--- src/rtl/ecc_ctrl_pkg.sv ---
// Purpose : shared types and register offsets for the APB register-file controller.
// Latency : n/a (types and constants only).
// Backpressure: n/a.
// Contents: rf_acc_t (register_file Rd_Wr_Id), OFF_* word offsets, op_state_t (op FSM).
package ecc_ctrl_pkg;

  // Encoding matches the register_file Rd_Wr_Id input.
  typedef enum logic [1:0] {
    RF_READ  = 2'd0,
    RF_WRITE = 2'd1,
    RF_IDLE  = 2'd2
  } rf_acc_t;

  localparam logic [3:0] OFF_CTRL     = 4'd0;
  localparam logic [3:0] OFF_DATA_IN  = 4'd1;
  localparam logic [3:0] OFF_CW_WIDTH = 4'd2;
  localparam logic [3:0] OFF_NOISE    = 4'd3;

  typedef enum logic [1:0] {
    OP_IDLE   = 2'd0,
    OP_LAUNCH = 2'd1,
    OP_BUSY   = 2'd2
  } op_state_t;

endpackage

--- src/rtl/op_watchdog.sv ---
// Purpose : saturating cycle counter that flags an ECC operation running too long.
// Latency : o_expired is combinational on the current count (counts from 0 on the first enabled cycle).
// Backpressure: none; i_clear has priority over i_enable.
// Ports   : clk, rst (async active-low), i_clear, i_enable, o_expired.
module op_watchdog #(
  parameter int TIMEOUT_CYC = 1024
) (
  input  logic clk,
  input  logic rst,
  input  logic i_clear,
  input  logic i_enable,
  output logic o_expired
);

  localparam int CW = (TIMEOUT_CYC > 0) ? $clog2(TIMEOUT_CYC + 1) : 1;
  localparam bit WD_ON = (TIMEOUT_CYC > 0);
  localparam logic [CW-1:0] CNT_MAX  = CW'(TIMEOUT_CYC);
  localparam logic [CW-1:0] CNT_LAST = WD_ON ? CW'(TIMEOUT_CYC - 1) : '0;

  logic [CW-1:0] r_cnt;

  // Saturates at TIMEOUT_CYC so a stalled enable can never wrap back into range.
  always_ff @(posedge clk or negedge rst) begin
    if (!rst) begin
      r_cnt <= '0;
    end else if (i_clear) begin
      r_cnt <= '0;
    end else if (i_enable && (r_cnt != CNT_MAX)) begin
      r_cnt <= r_cnt + 1'b1;
    end
  end

  // A zero timeout disables the watchdog entirely.
  assign o_expired = WD_ON && i_enable && (r_cnt == CNT_LAST);

endmodule

--- src/rtl/apb_regfile_ctrl.sv ---
// Purpose : APB slave front-end for register_file; a CTRL write launches an ECC operation.
// Latency : zero-wait APB (PREADY in the ACCESS cycle); op_start pulses the cycle after the CTRL write.
// Backpressure: never stalls; writes while busy and bad addresses complete with PSLVERR.
// Ports   : clk/rst, APB slave (PSEL..PSLVERR), register_file side (rf_*), ECC side (op_*, busy, timeout_err).
module apb_regfile_ctrl
  import ecc_ctrl_pkg::*;
#(
  parameter int AMBA_WORD   = 32,
  parameter int ADDR_W      = 32,
  parameter int TIMEOUT_CYC = 1024
) (
  input  logic                 clk,
  input  logic                 rst,
  input  logic                 PSEL,
  input  logic                 PENABLE,
  input  logic                 PWRITE,
  input  logic [ADDR_W-1:0]    PADDR,
  input  logic [AMBA_WORD-1:0] PWDATA,
  output logic [AMBA_WORD-1:0] PRDATA,
  output logic                 PREADY,
  output logic                 PSLVERR,
  output logic [1:0]           rf_rd_wr_id,
  output logic [3:0]           rf_offset,
  output logic [AMBA_WORD-1:0] rf_data_to_reg,
  input  logic [AMBA_WORD-1:0] rf_data_out,
  output logic                 op_start,
  output logic [1:0]           op_mode,
  input  logic                 op_done,
  output logic                 busy,
  output logic                 timeout_err
);

  op_state_t r_state;
  op_state_t w_next_state;
  logic [1:0] r_op_mode;
  logic       r_timeout_err;

  logic       w_access, w_addr_err, w_busy;
  logic       w_rd_ok, w_wr_ok, w_ctrl_wr, w_err;
  logic [3:0] w_offset;
  logic       w_wd_clear, w_wd_en, w_wd_expired;

  // Upper address bits are not decoded; the word offset aliases across them.
  logic w_unused_paddr;
  assign w_unused_paddr = ^PADDR[ADDR_W-1:6];

  // ---------------- APB decode (combinational) ----------------
  assign w_access   = PSEL & PENABLE;
  assign w_offset   = PADDR[5:2];
  assign w_addr_err = (PADDR[1:0] != 2'b00) || (w_offset > OFF_NOISE);
  assign w_busy     = (r_state != OP_IDLE);

  assign w_rd_ok   = w_access && !PWRITE && !w_addr_err;
  assign w_wr_ok   = w_access &&  PWRITE && !w_addr_err && !w_busy;
  assign w_ctrl_wr = w_wr_ok && (w_offset == OFF_CTRL);
  // Any write during an operation is rejected so parameters cannot change under the ECC core.
  assign w_err     = w_access && (w_addr_err || (PWRITE && w_busy));

  always_comb begin
    rf_rd_wr_id = RF_IDLE;
    if (w_rd_ok)      rf_rd_wr_id = RF_READ;
    else if (w_wr_ok) rf_rd_wr_id = RF_WRITE;
  end

  assign rf_offset      = w_access ? w_offset : 4'd0;
  assign rf_data_to_reg = PWDATA;
  assign PRDATA         = w_rd_ok ? rf_data_out : '0;
  assign PREADY         = w_access;
  assign PSLVERR        = w_err;

  // ---------------- Operation FSM ----------------
  always_ff @(posedge clk or negedge rst) begin
    if (!rst) begin
      r_state       <= OP_IDLE;
      r_op_mode     <= 2'b00;
      r_timeout_err <= 1'b0;
    end else begin
      r_state <= w_next_state;
      if (w_ctrl_wr) begin
        r_op_mode     <= PWDATA[1:0];
        r_timeout_err <= 1'b0;
      end else if ((r_state == OP_BUSY) && !op_done && w_wd_expired) begin
        r_timeout_err <= 1'b1;
      end
    end
  end

  always_comb begin
    w_next_state = r_state;
    w_wd_clear   = 1'b1;
    w_wd_en      = 1'b0;
    case (r_state)
      OP_IDLE:   if (w_ctrl_wr) w_next_state = OP_LAUNCH;
      OP_LAUNCH: w_next_state = OP_BUSY;
      OP_BUSY: begin
        w_wd_clear = 1'b0;
        w_wd_en    = 1'b1;
        if (op_done || w_wd_expired) w_next_state = OP_IDLE;
      end
      default:   w_next_state = OP_IDLE;
    endcase
  end

  op_watchdog #(.TIMEOUT_CYC(TIMEOUT_CYC)) u_wd (
    .clk       (clk),
    .rst       (rst),
    .i_clear   (w_wd_clear),
    .i_enable  (w_wd_en),
    .o_expired (w_wd_expired)
  );

  assign op_start    = (r_state == OP_LAUNCH);
  assign busy        = w_busy;
  assign op_mode     = r_op_mode;
  assign timeout_err = r_timeout_err;

endmodule
--- config.mk ---
export PLATFORM = sky130hd
export DESIGN_NAME = apb_regfile_ctrl
export DESIGN_NICKNAME = d
export VERILOG_FILES = /design/src/rtl/ecc_ctrl_pkg.sv /design/src/rtl/op_watchdog.sv /design/src/rtl/apb_regfile_ctrl.sv
export SDC_FILE = /design/constraint.sdc
export NUM_CORES = 1
export LEC_CHECK = 0
export ABC_AREA = 1
export BUFFER_PORTS_ARGS = -buffer_cell sky130_fd_sc_hd__buf_2
export CAP_MARGIN = 15
export CORE_ASPECT_RATIO = 1.2
export CORE_MARGIN = 2
export CORE_UTILIZATION = 32
export DETAILED_ROUTE_END_ITERATION = 12
export GPL_ROUTABILITY_DRIVEN = 0
export PLACE_DENSITY = 0.78
export SLEW_MARGIN = 25
export SYNTH_ARGS = -nofsm -noshare
export SYNTH_HDL_FRONTEND = slang
export SYNTH_SLANG_ARGS = --single-unit
--- constraint.sdc ---
create_clock -name clk -period 1.3 [get_ports clk]
set_clock_uncertainty 0.05 [all_clocks]
set_input_delay 0.13 -clock clk [delete_from_list [all_inputs] [get_ports clk]]
set_output_delay 0.13 -clock clk [all_outputs]
set_load 0.02 [all_outputs]
; ---- After elaboration in Yosys (flattened, before gate mapping)
; Cells that the tools add are included.
[totals]
latchBits = 0
reg_bits = 16
n_memories = 0
romBits = 0
in_bits = 102
ram_bits = 0
[classes]
addsub = 1
mux = 12
mul = 0
eq_ne = 7
n_div = 0
n_bitwise = 1
n_shift = 0
magnitude_cmp = 1
n_reduce_logical = 25
[op_table]
columns = cell, count
row1 = two-way mux 32 bit, 1
row2 = two-way mux 11 bit, 2
row3 = logical AND 1 bit, 12
row4 = "adder 11 x 1 -> 11 bit, second input constant", 1
row5 = "== test 11 x 10 -> 1 bit, second input constant", 1
row6 = "inequality test 11 bit, second input constant", 1
row7 = two-way mux 2 bit, 4
row8 = case mux 2 bit (3 select lines), 1
row9 = nonzero test 2 bit, 3
row10 = "> comparator 4 x 2 -> 1 bit, second input constant", 1
row11 = zero test 1 bit, 4
row12 = zero test 4 bit, 1
row13 = two-way mux 4 bit, 1
row14 = "inequality test 2 x 1 -> 1 bit, second input constant", 2
row15 = logical OR 1 bit, 3
row16 = two-way mux 1 bit, 3
row17 = "== test 2 x 1 -> 1 bit, second input constant", 1
row18 = "== test 2 bit, second input constant", 1
row19 = zero test 2 bit, 1
row20 = "inequality test 2 bit, second input constant", 1
row21 = AND reduction 2 bit, 1
row22 = bitwise AND 1 bit, 1

; ---- Longest topological paths before layout
; Gate-level depths: netlist (run 1).
[logic_depth]
depth_word = 8
mapped_depth = 8
depth_no_buf = 8

; ---- By module
; A second synthesis (run 1) with hierarchy kept.
[unflattened]
hier_cells = 220
hier_area_um2 = 1799.2
[by_module_without_submodules]
columns = module, n_inst, area_each_um2, seq_area_each_um2, cells_per_inst
row1 = apb_regfile_ctrl, 1, 1084.8, 125.1, 121
row2 = op_watchdog, 1, 714.4, 275.3, 99

; ---- Worst setup path before layout (run 1)
; Ideal clock, no wire load.
[synth_path]
path_kind = register to register
from = register r_state[1]
to = register r_op_mode[0] (netlist: op_mode[0])
setup_ps = 117
stages_incl_launch_ff = 7
slack_ps = -120
arrival_ps = 1253
period_less_slack_ps = 1420
cell_sequence = dfrtp_1 > nor2_1 > nand3_1 > nor2_1 > nand2_1 > nand2_1 > nand2_1
[synth_via]
elab_chain_cells = 4
[synth_rtl]
columns = element, line_no
row1 = start: declaration, apb_regfile_ctrl.sv:33  ; op_state_t r_state;
row2 = start signal: assignment, apb_regfile_ctrl.sv:78  ; r_state <= w_next_state;
row3 = nonzero test 2 bit, apb_regfile_ctrl.sv:51  ; assign w_busy = (r_state != OP_IDLE);
row4 = zero test 1 bit, apb_regfile_ctrl.sv:54  ; assign w_wr_ok = w_access && PWRITE && !w_addr_err && !w_busy;
row5 = logical AND 1 bit, apb_regfile_ctrl.sv:54
row6 = logical AND 1 bit, apb_regfile_ctrl.sv:55  ; assign w_ctrl_wr = w_wr_ok && (w_offset == OFF_CTRL);
row7 = end signal: assignment, apb_regfile_ctrl.sv:80  ; r_op_mode <= PWDATA[1:0];
row8 = end: declaration, apb_regfile_ctrl.sv:35  ; logic [1:0] r_op_mode;
; Every way passes these cells.
; A chain may end at the register's enable or synchronous reset.

; ---- Worst setup path after layout (run 1)
[layout_path]
from = register r_state[1]
to = output rf_rd_wr_id[1]
[layout_via]
elab_chain_cells = 5
[layout_rtl]
columns = element, line_no
row1 = nonzero test 2 bit, apb_regfile_ctrl.sv:51
row2 = zero test 1 bit, apb_regfile_ctrl.sv:54
row3 = logical AND 1 bit, apb_regfile_ctrl.sv:54
row4 = two-way mux 2 bit, apb_regfile_ctrl.sv:62  ; else if (w_wr_ok) rf_rd_wr_id = RF_WRITE;
row5 = two-way mux 2 bit, apb_regfile_ctrl.sv:61  ; if (w_rd_ok) rf_rd_wr_id = RF_READ;
row6 = end: declaration, apb_regfile_ctrl.sv:22  ; output logic [1:0] rf_rd_wr_id,
; Every way passes these cells.

==> results_dict.tcl, run 1 <==
set metrics [dict create \
    rows 28 \
    grt_pass1_vias 1604 \
    hold_class "in2reg" \
    fin_crit_sh 1.090 \
    setup_tns_ns -0.4230 \
    post-synth-top-count-cell "nand2_1" \
    clockBufferDepth 2 \
    netlist_area_mm2 0.001688 \
    worstMarginPinSlew_ns 0.3616 \
    fillers 499 \
    p_per_area_mw_per_mm2 513.1 \
    ir_worst_vdd_mv 0.5434 \
    place_hpwl_mm 3.531 \
    worstSkewPairLatency_ns 0.25 \
    hold_viol_final 0 \
    nNetsFinal 398 \
    ys_ff_latch 16 \
    fin_area_mm2 0.002302 \
    wl_per_cell_um 12.98 \
    arrival_ns 1.24 \
    cts_root_buf "clkbuf_8" \
    wl_met1_mm 1.704 \
    cts_tree "done" \
    synth_edf_count 0 \
    cts_sinks 16 \
    post-route-drc-count 0 \
    whs_ns 0.08158 \
    min_period_ns 1.417 \
    end_kind "output port" \
    syn_to_final_growth_pct 36.40 \
    start_util 0.3369 \
    maxCapViolCount 0 \
    cts_buffers 3 \
    yosysUniqueCellTypes 23 \
    core_mm2 0.005010 \
    path_cells "nor2_4 > inv_2 > a21oi_4 > nand2_2 > buf_6" \
    synthesis.nets 321 \
    diodes 0 \
    drt_first_pass_iters 6 \
    power.leakage_nw 1.159 \
    drive_above_1_share 0.5734 \
    num_io_pins 179 \
    slew-limit-headroom 0.7589 \
    finalWirelength_mm 4.583 \
    crit_family "flip-flops" \
    ant_nets 0 \
    overflow 0 \
    yosys-top-cells-area "dfrtp_1, nor3b_2, buf_4" \
    rsz0062_at_grt "yes" \
    path_buf_inv 2 \
    port_buffers 92 \
    fin_ws_ns -0.1166 \
    dr_wl_met3_um 354 \
    status "complete, but fails checks" \
    grt_max_degree 33 \
    htree_levels 1 \
    grtUsageTotal 0.1448 \
    dr_wl_met2_mm 2.473 \
    yosysWarnings 0 \
    antenna_found_initial 0 \
    fmax_mhz 705.9 \
    ys_async_sr_fraction 1.000 \
    worstSetupStartpointType "flop" \
    worstSetupPathType "reg2out" \
    top_layer "met4" \
    slew_violations 0 \
    cp.required_ns 1.12 \
    via_per_inst 4.728 \
    synthCells 217 \
    die_w_um 70.30 \
    crit_path_top_delay_cell "dfrtp_1" \
    vias 1669 \
    violations "setup timing" \
    synth_commonest_cells "nand2_1, nor2_1, buf_4, nor3b_2, inv_1" \
    yosysSeqAreaShare 0.2372 \
    worst-path-max-fanout 3 \
    yosysTopAreaCell "dfrtp_1" \
    grt_first_pass_wirelength_mm 7.107 \
    dpl_cell_area_mm2 0.002027 \
    setup_viol 9 \
    die_h_um 83.56 \
    yosys.area.top_type_share 0.2372 \
    synth.avg_cell_area_um2 7.778 \
    drt_iter0_markers 30 \
    clk_pin_slew_ns 0.06 \
    synth_flop_cell "dfrtp_1" \
    dieArea_mm2 0.005874 \
    cp_slowest_stage_delay_ns 0.41 \
]
==> worst reg2reg max path, cell delays in order, from the launching register on <==
cell     delay (ns)
dfrtp_1        0.41
inv_1          0.08
nand2_1        0.17
buf_4          0.20
nor2_1         0.12
nand4_1        0.10
a21oi_1        0.13
==> cells in the final DEF (no fill, tap or decap), types with 3 or more instances in the layout <==
master,synthesis,routed
clkbuf_8,0,4
dfrtp_1,16,15
inv_2,0,3
a21oi_1,5,4
nand2_1,39,36
buf_4,32,18
inv_1,21,18
nand4_1,4,4
buf_6,1,4
nand3_1,11,10
nor3_1,4,3
nand2_2,2,4
nor3b_2,30,29
nor2_4,1,6
buf_2,3,83
nor2_1,34,29
==> state kept, by name, summed over array words and instances, names as in the netlist <==
name	flops
u_wd.r_cnt	11
op_mode	2
r_state	2
timeout_err	1
==> power breakdown <==
| part | total [mW] | internal [mW] | switching [mW] |
|---|---|---|---|
| Combinational | 0.240 | 0.122 | 0.118 |
| Sequential | 0.500 | 0.500 | 0.000845 |
| Clock | 0.441 | 0.269 | 0.172 |
==> cells by family (layout without fill, tap and decap cells) <==
logic type | after synthesis | after routing | synth area share
AO/OA/AOI/OAI | 7 | 7 | 0.02075
XOR/XNOR | 2 | 2 | 0.01038
adder cells (fa/ha/maj) | 2 | 2 | 0.01482
buffers and inverters | 61 | 137 | 0.2424
flip-flops | 16 | 16 | 0.2372
AND/OR/NAND/NOR | 129 | 129 | 0.4744
==> stage by stage <==
stage	std cells	power (mW)	setup slack [ns]	util
after floorplan	217	0.7554	0.009616	-
after global placement	343	0.7114	-0.01589	0.4046
after detailed placement	343	0.7153	-0.07214	0.4046
after CTS	349	1.173	-0.1593	0.4343
after global routing	353	1.231	-0.1788	0.4595
final	353	1.181	-0.1166	0.4595
==> worst paths after layout <==
| kind | from | to | slack, ns | depth (start not counted) |
|---|---|---|---|---|
| worst max-delay path | r_state[1] | rf_rd_wr_id[1] | -0.12 | 5 |
| worst min-delay path | PWDATA[0] | op_mode[0] | 0.08 | 3 |
| worst max register to register | r_state[0] | timeout_err | -0.04 | 6 |
| worst min register to register | op_mode[1] | op_mode[1] | 0.43 | 2 |
| max in group asynchronous | rst | u_wd.r_cnt[2] | 0.65 | 2 |
| min in group asynchronous | rst | u_wd.r_cnt[1] | 0.27 | 2 |
==> timing repair <==
item                       CTS  global route
pin swaps                    4            10
gates resized for setup     18            23
buffers inserted             0             2
setup endpoints to repair   37            44
hold endpoints to repair    16             0
cloned                       1             2
hold buffers                 1             0
==> layer usage <==
metal,track usage,vias up
met5,0,-
met4,0.02622,0
met3,0.03140,7
met2,0.2770,93
met1,0.1620,761
li1,-,808
==> final cells by class <==
| cell class | count | area [um^2] | area share |
|---|---|---|---|
| Clock buffer | 4 | 55.05 | 0.02391 |
| Timing Repair inverter | 1 | 5.005 | 0.002174 |
| Sequential cell | 16 | 401.6 | 0.1745 |
| Inverter | 22 | 86.33 | 0.03750 |
| Tap cell | 60 | 75.07 | 0.03261 |
| Multi-Input combinational cell | 140 | 980.9 | 0.4261 |
| Timing Repair Buffer | 110 | 698.2 | 0.3033 |
No activity file was read; power rests on OpenSTA's default activity.
==> run 2: changes to the inputs <==
Clock period 1.3 ns to 1.2 ns, I/O delays scaled along.
==> run 2 against run 1 <==
Effect of this change:
- worst setup slack got worse by 0.097 ns
- largest cell class unchanged
- critical path type unchanged
- first-iteration DRC count increased by 110%
- largest power group unchanged
- flip-flop and latch count stayed put
- total power is 14% higher
- critical path depth unchanged
- sequential power increased by 8.4%
- final area is 22% higher
- the run still ends with setup timing left
==> results_dict.tcl, run 2 (same netlist as run 1, synthesis figures left out) <==
set metrics [dict create \
    status "complete, but fails checks" \
    violations "setup timing" \
    grt_pass1_vias 1736 \
    final_cell_mix "buf_2, buf_4, nand2_1" \
    dp_cells 353 \
    largest_reg_flops 11 \
    final_common_cell "buf_2" \
    fin_ws_ns -0.2139 \
    grt_max_degree 23 \
    cts_buffers 3 \
    hold_class "in2reg" \
    power.leakage_nw 1.378 \
    final_cells 377 \
    finalWirelength_mm 5.703 \
    rsz0062_at_grt "yes" \
    die_h_um 83.56 \
    setup_viol 43 \
    grt_first_pass_wirelength_mm 7.893 \
    place_ws_ns -0.1375 \
    rows 28 \
    largest-register "u_wd.r_cnt" \
    ant_nets 0 \
    hold_viol_final 0 \
    post-route-drc-count 0 \
    cts_sinks 16 \
    num_io_pins 179 \
    antenna_found_initial 2 \
    worstSetupPathType "reg2out" \
    slew-limit-headroom 0.7642 \
    clockBufferDepth 2 \
    worstSetupStartpointType "flop" \
    power_mw 1.349 \
    start_util 0.3369 \
    drt_iter0_markers 62 \
    htree_levels 1 \
    die_w_um 70.30 \
    fillers 426 \
    drive_above_1_share 0.6825 \
    dpl_cell_area_mm2 0.002130 \
    vias 1805 \
    wl_per_cell_um 15.13 \
    maxCapViolCount 0 \
    dieArea_mm2 0.005874 \
    worstSkewPairLatency_ns 0.26 \
    worstMarginPinSlew_ns 0.3537 \
    setup_tns_ns -2.192 \
    place_hpwl_mm 3.871 \
    drt_first_pass_iters 4 \
    fmax_mhz 707.3 \
    overflow 0 \
    arrival_ns 1.24 \
    grtUsageTotal 0.1670 \
    clk_pin_slew_ns 0.07 \
    cts_root_buf "clkbuf_8" \
    core_mm2 0.005010 \
    min_period_ns 1.414 \
    p_per_area_mw_per_mm2 479.8 \
    fin_area_mm2 0.002811 \
    ir_worst_vdd_mv 0.4295 \
    worst-path-max-fanout 3 \
    fin_crit_sh 1.178 \
    port_buffers 92 \
    syn_to_final_growth_pct 66.57 \
    nNetsFinal 420 \
    cp.required_ns 1.03 \
    end_kind "output port" \
    via_per_inst 4.788 \
    cts_tree "done" \
    slew_violations 0 \
]
-- run 2: changes by cell type in the layout (fill, tap and decap cells not counted), moves of 7 or more --
cell	change
buf_4	+28
buf_2	-30
buf_6	+23
nor2_1	-7
-- run 2: layout make-up --
type / count / area [um^2] / share of cell area
multi-input cells: 140 / 1129 / 0.4014
repair buffers: 133 / 1057 / 0.3761
flip-flops and latches: 16 / 404.1 / 0.1437
inverters: 22 / 86.33 / 0.03071
well taps: 60 / 75.07 / 0.02670
clock buffers: 4 / 55.05 / 0.01958
diodes: 2 / 5.005 / 0.001780
-- run 2: report_power, final --
group / leakage, nW / internal (mW) / switching [mW]
clock network: 0.0288 / 0.292 / 0.206
registers: 0.213 / 0.541 / 0.000940
logic: 1.14 / 0.166 / 0.143
-- run 2: path summary, 6_finish.rpt --
path,end,slack (ns),startpoint,cells past startpoint
setup / recovery,busy,-0.21,r_state[1],5
hold / removal,op_mode[1],0.07,PWDATA[1],3
setup reg to reg,u_wd.r_cnt[8],-0.09,u_wd.r_cnt[1],9
hold reg to reg,op_mode[1],0.44,op_mode[1],2
max in group asynchronous,u_wd.r_cnt[4],0.57,rst,2
min in group asynchronous,u_wd.r_cnt[1],0.24,rst,2
-- run 2: what timing repair did --
action | 4_1_cts | 5_1_grt
setup endpoints to repair | 46 | 51
cloned | 1 | 2
pin swaps | 19 | 21
setup buffers | 8 | 8
hold endpoints to repair | 16 | 0
hold buffers | 1 | 0
resized for setup | 63 | 65
-- run 2: worst max-delay path: stages (launching register included) --
cell	delay, ns
dfrtp_1	0.42
nor2_4	0.15
inv_2	0.06
buf_4	0.13
buf_6	0.10
buf_6	0.12
-- run 2: per-stage QoR --
step / util / hold slack, ns
3_5_place_dp: 0.4251 / 0.002047
2_1_floorplan: - / -0.2256
6_report: 0.5612 / 0.07201
4_1_cts: 0.4940 / 0.07006
3_3_place_gp: 0.4251 / 0.001982
5_1_grt: 0.5607 / 0.09051
-- run 2: routing by layer --
layer | share of wire | GRT usage | routed length, um | vias up
met5 | 0 | 0 | 0 | -
met4 | 0.018 | 0.04371 | 101 | 0
met3 | 0.10 | 0.06522 | 596 | 14
met2 | 0.53 | 0.3010 | 3049 | 110
met1 | 0.34 | 0.1791 | 1955 | 819
li1 | - | - | - | 862
==> run 3: changes to the inputs <==
Clock period 1.2 ns to 1.24 ns, I/O delays scaled along.
==> run 3 against run 2 <==
Effect of this change:
- the flow still finishes with violations (setup timing)
- worst setup slack gained 0.045 ns
- critical endpoint is now rf_rd_wr_id[1]
- critical path depth is the same
- count of clock-buffer cells in the layout is the same
- largest cell class unchanged
- core utilization shrank 2.0 points
==> results_dict.tcl, run 3 (same netlist as run 1, synthesis figures left out) <==
set metrics [dict create \
    die_h_um 83.56 \
    vias 1771 \
    rr_startpoint "u_wd.r_cnt[1]" \
    arrival_ns 1.23 \
    dieArea_mm2 0.005874 \
    whs_ns 0.06395 \
    port_buffers 92 \
    r2r_slack_ns -0.07 \
    status "complete, but fails checks" \
    hold_class "in2reg" \
    slew-limit-headroom 0.7551 \
    cts_sinks 16 \
    reg2reg_depth 7 \
    setup_viol 11 \
    cts_root_buf "clkbuf_8" \
    wl_per_cell_um 14.71 \
    largest_reg_flops 11 \
    cts_buffers 3 \
    rr_endpoint "u_wd.r_cnt[1]" \
    violations "setup timing" \
    final_util 0.5412 \
    clk_pin_slew_ns 0.07 \
    rows 28 \
    hold_path_end "op_mode[1]" \
    place_hpwl_mm 3.879 \
    rsz0062_at_grt "yes" \
    grt_first_pass_wirelength_mm 7.707 \
    worstHoldStart "PWDATA[1]" \
    antenna_found_initial 8 \
    htree_levels 1 \
    final_cell_mix "buf_2, buf_4, nand2_1" \
    end_kind "output port" \
    ir_worst_vdd_mv 0.3841 \
    overflow 0 \
    core_mm2 0.005010 \
    fillers 438 \
    ant_nets 0 \
    maxCapViolCount 0 \
    slew_violations 0 \
    p_per_area_mw_per_mm2 475.6 \
    num_io_pins 179 \
    final_common_cell "buf_2" \
    hold_depth 3 \
    via_per_inst 4.761 \
    worst-path-max-fanout 3 \
    fin_ws_ns -0.1688 \
    fin_crit_sh 1.136 \
    ff_latch_area_um2 406.6 \
    drt_iter0_markers 65 \
    cts_tree "done" \
    drt_first_pass_iters 4 \
    worstSetupPathType "reg2out" \
    worstSkewPairLatency_ns 0.26 \
    multi_input_area_mm2 0.001112 \
    post-route-drc-count 0 \
    grt_max_degree 23 \
    syn_to_final_growth_pct 60.64 \
    worstSetupStartpointType "flop" \
    nNetsFinal 410 \
    finalWirelength_mm 5.471 \
    fmax_mhz 709.8 \
    worstMarginPinSlew_ns 0.3674 \
    grtUsageTotal 0.1635 \
    power.leakage_nw 1.308 \
    start_util 0.3369 \
    clockBufferDepth 2 \
    min_period_ns 1.409 \
    largest-register "u_wd.r_cnt" \
    die_w_um 70.30 \
    grt_pass1_vias 1600 \
    cp.required_ns 1.07 \
    hold_viol_final 0 \
    drive_above_1_share 0.6459 \
]
run 3: timing repair:
| item | CTS | global route |
|---|---|---|
| setup endpoints to repair | 41 | 51 |
| cloned | 0 | 3 |
| pin swaps | 6 | 15 |
| gates resized for setup | 29 | 83 |
| hold endpoints to repair | 16 | 0 |
| hold buffers | 1 | 0 |
| setup buffers | 2 | 6 |
run 3: worst max-delay path, cell delays in order, from the launching register on:
cell and delay, ns:
dfrtp_1 0.41, nor2_4 0.15, inv_2 0.06, a21oi_4 0.13, nand2_2 0.09, buf_6 0.14
run 3: layer usage:
metal / vias up / routed length [um] / part of all wire / GRT usage
met5: - / 9 / 0.0016 / 0
met4: 2 / 55 / 0.010 / 0.04371
met3: 7 / 728 / 0.13 / 0.09420
met2: 95 / 2805 / 0.51 / 0.2804
met1: 820 / 1873 / 0.34 / 0.1689
li1: 847 / - / - / -
run 3: through the flow:
stage / instance area, um^2 / setup WS [ns] / TNS [ns] / instances / total power, mW
finish: 2711 / -0.1688 / -0.8000 / 372 / 1.290
global route: 2704 / -0.2316 / -2.257 / 369 / 1.340
CTS: 2270 / -0.1907 / -0.6922 / 356 / 1.242
detailed placement: 2095 / -0.09577 / -2.110 / 349 / 0.7605
global placement: 2095 / -0.07230 / -1.629 / 349 / 0.7566
floorplan: 1703 / -0.01322 / -0.05077 / 217 / 0.7928
run 3: cell type report:
| type | count | area share |
|---|---|---|
| tap | 60 | 0.02769 |
| timing repair buffer | 123 | 0.3539 |
| multi-input combinational | 140 | 0.4102 |
| antenna | 7 | 0.006461 |
| inverter | 22 | 0.03138 |
| clock buffer | 4 | 0.02030 |
| sequential | 16 | 0.1500 |
run 3: worst max-delay path by stage:
stage	from	end	slack, ns	cells past startpoint
3_3_place_gp	PSEL	PRDATA[31]	-0.07	6
5_1_grt	r_state[1]	rf_rd_wr_id[1]	-0.23	5
4_1_cts	r_state[0]	rf_rd_wr_id[1]	-0.19	5
2_1_floorplan	PSEL	PRDATA[0]	-0.01	4
6_report	r_state[1]	rf_rd_wr_id[1]	-0.17	5
3_5_place_dp	PSEL	PRDATA[8]	-0.1	6
run 3: where the power goes:
part | switching (mW) | leakage (nW) | total [mW] | internal, mW
Sequential | 0.000873 | 0.210 | 0.525 | 0.524
Combinational | 0.137 | 1.07 | 0.292 | 0.155
Clock | 0.190 | 0.0288 | 0.473 | 0.282
Total | 0.329 | 1.31 | 1.29 | 0.961
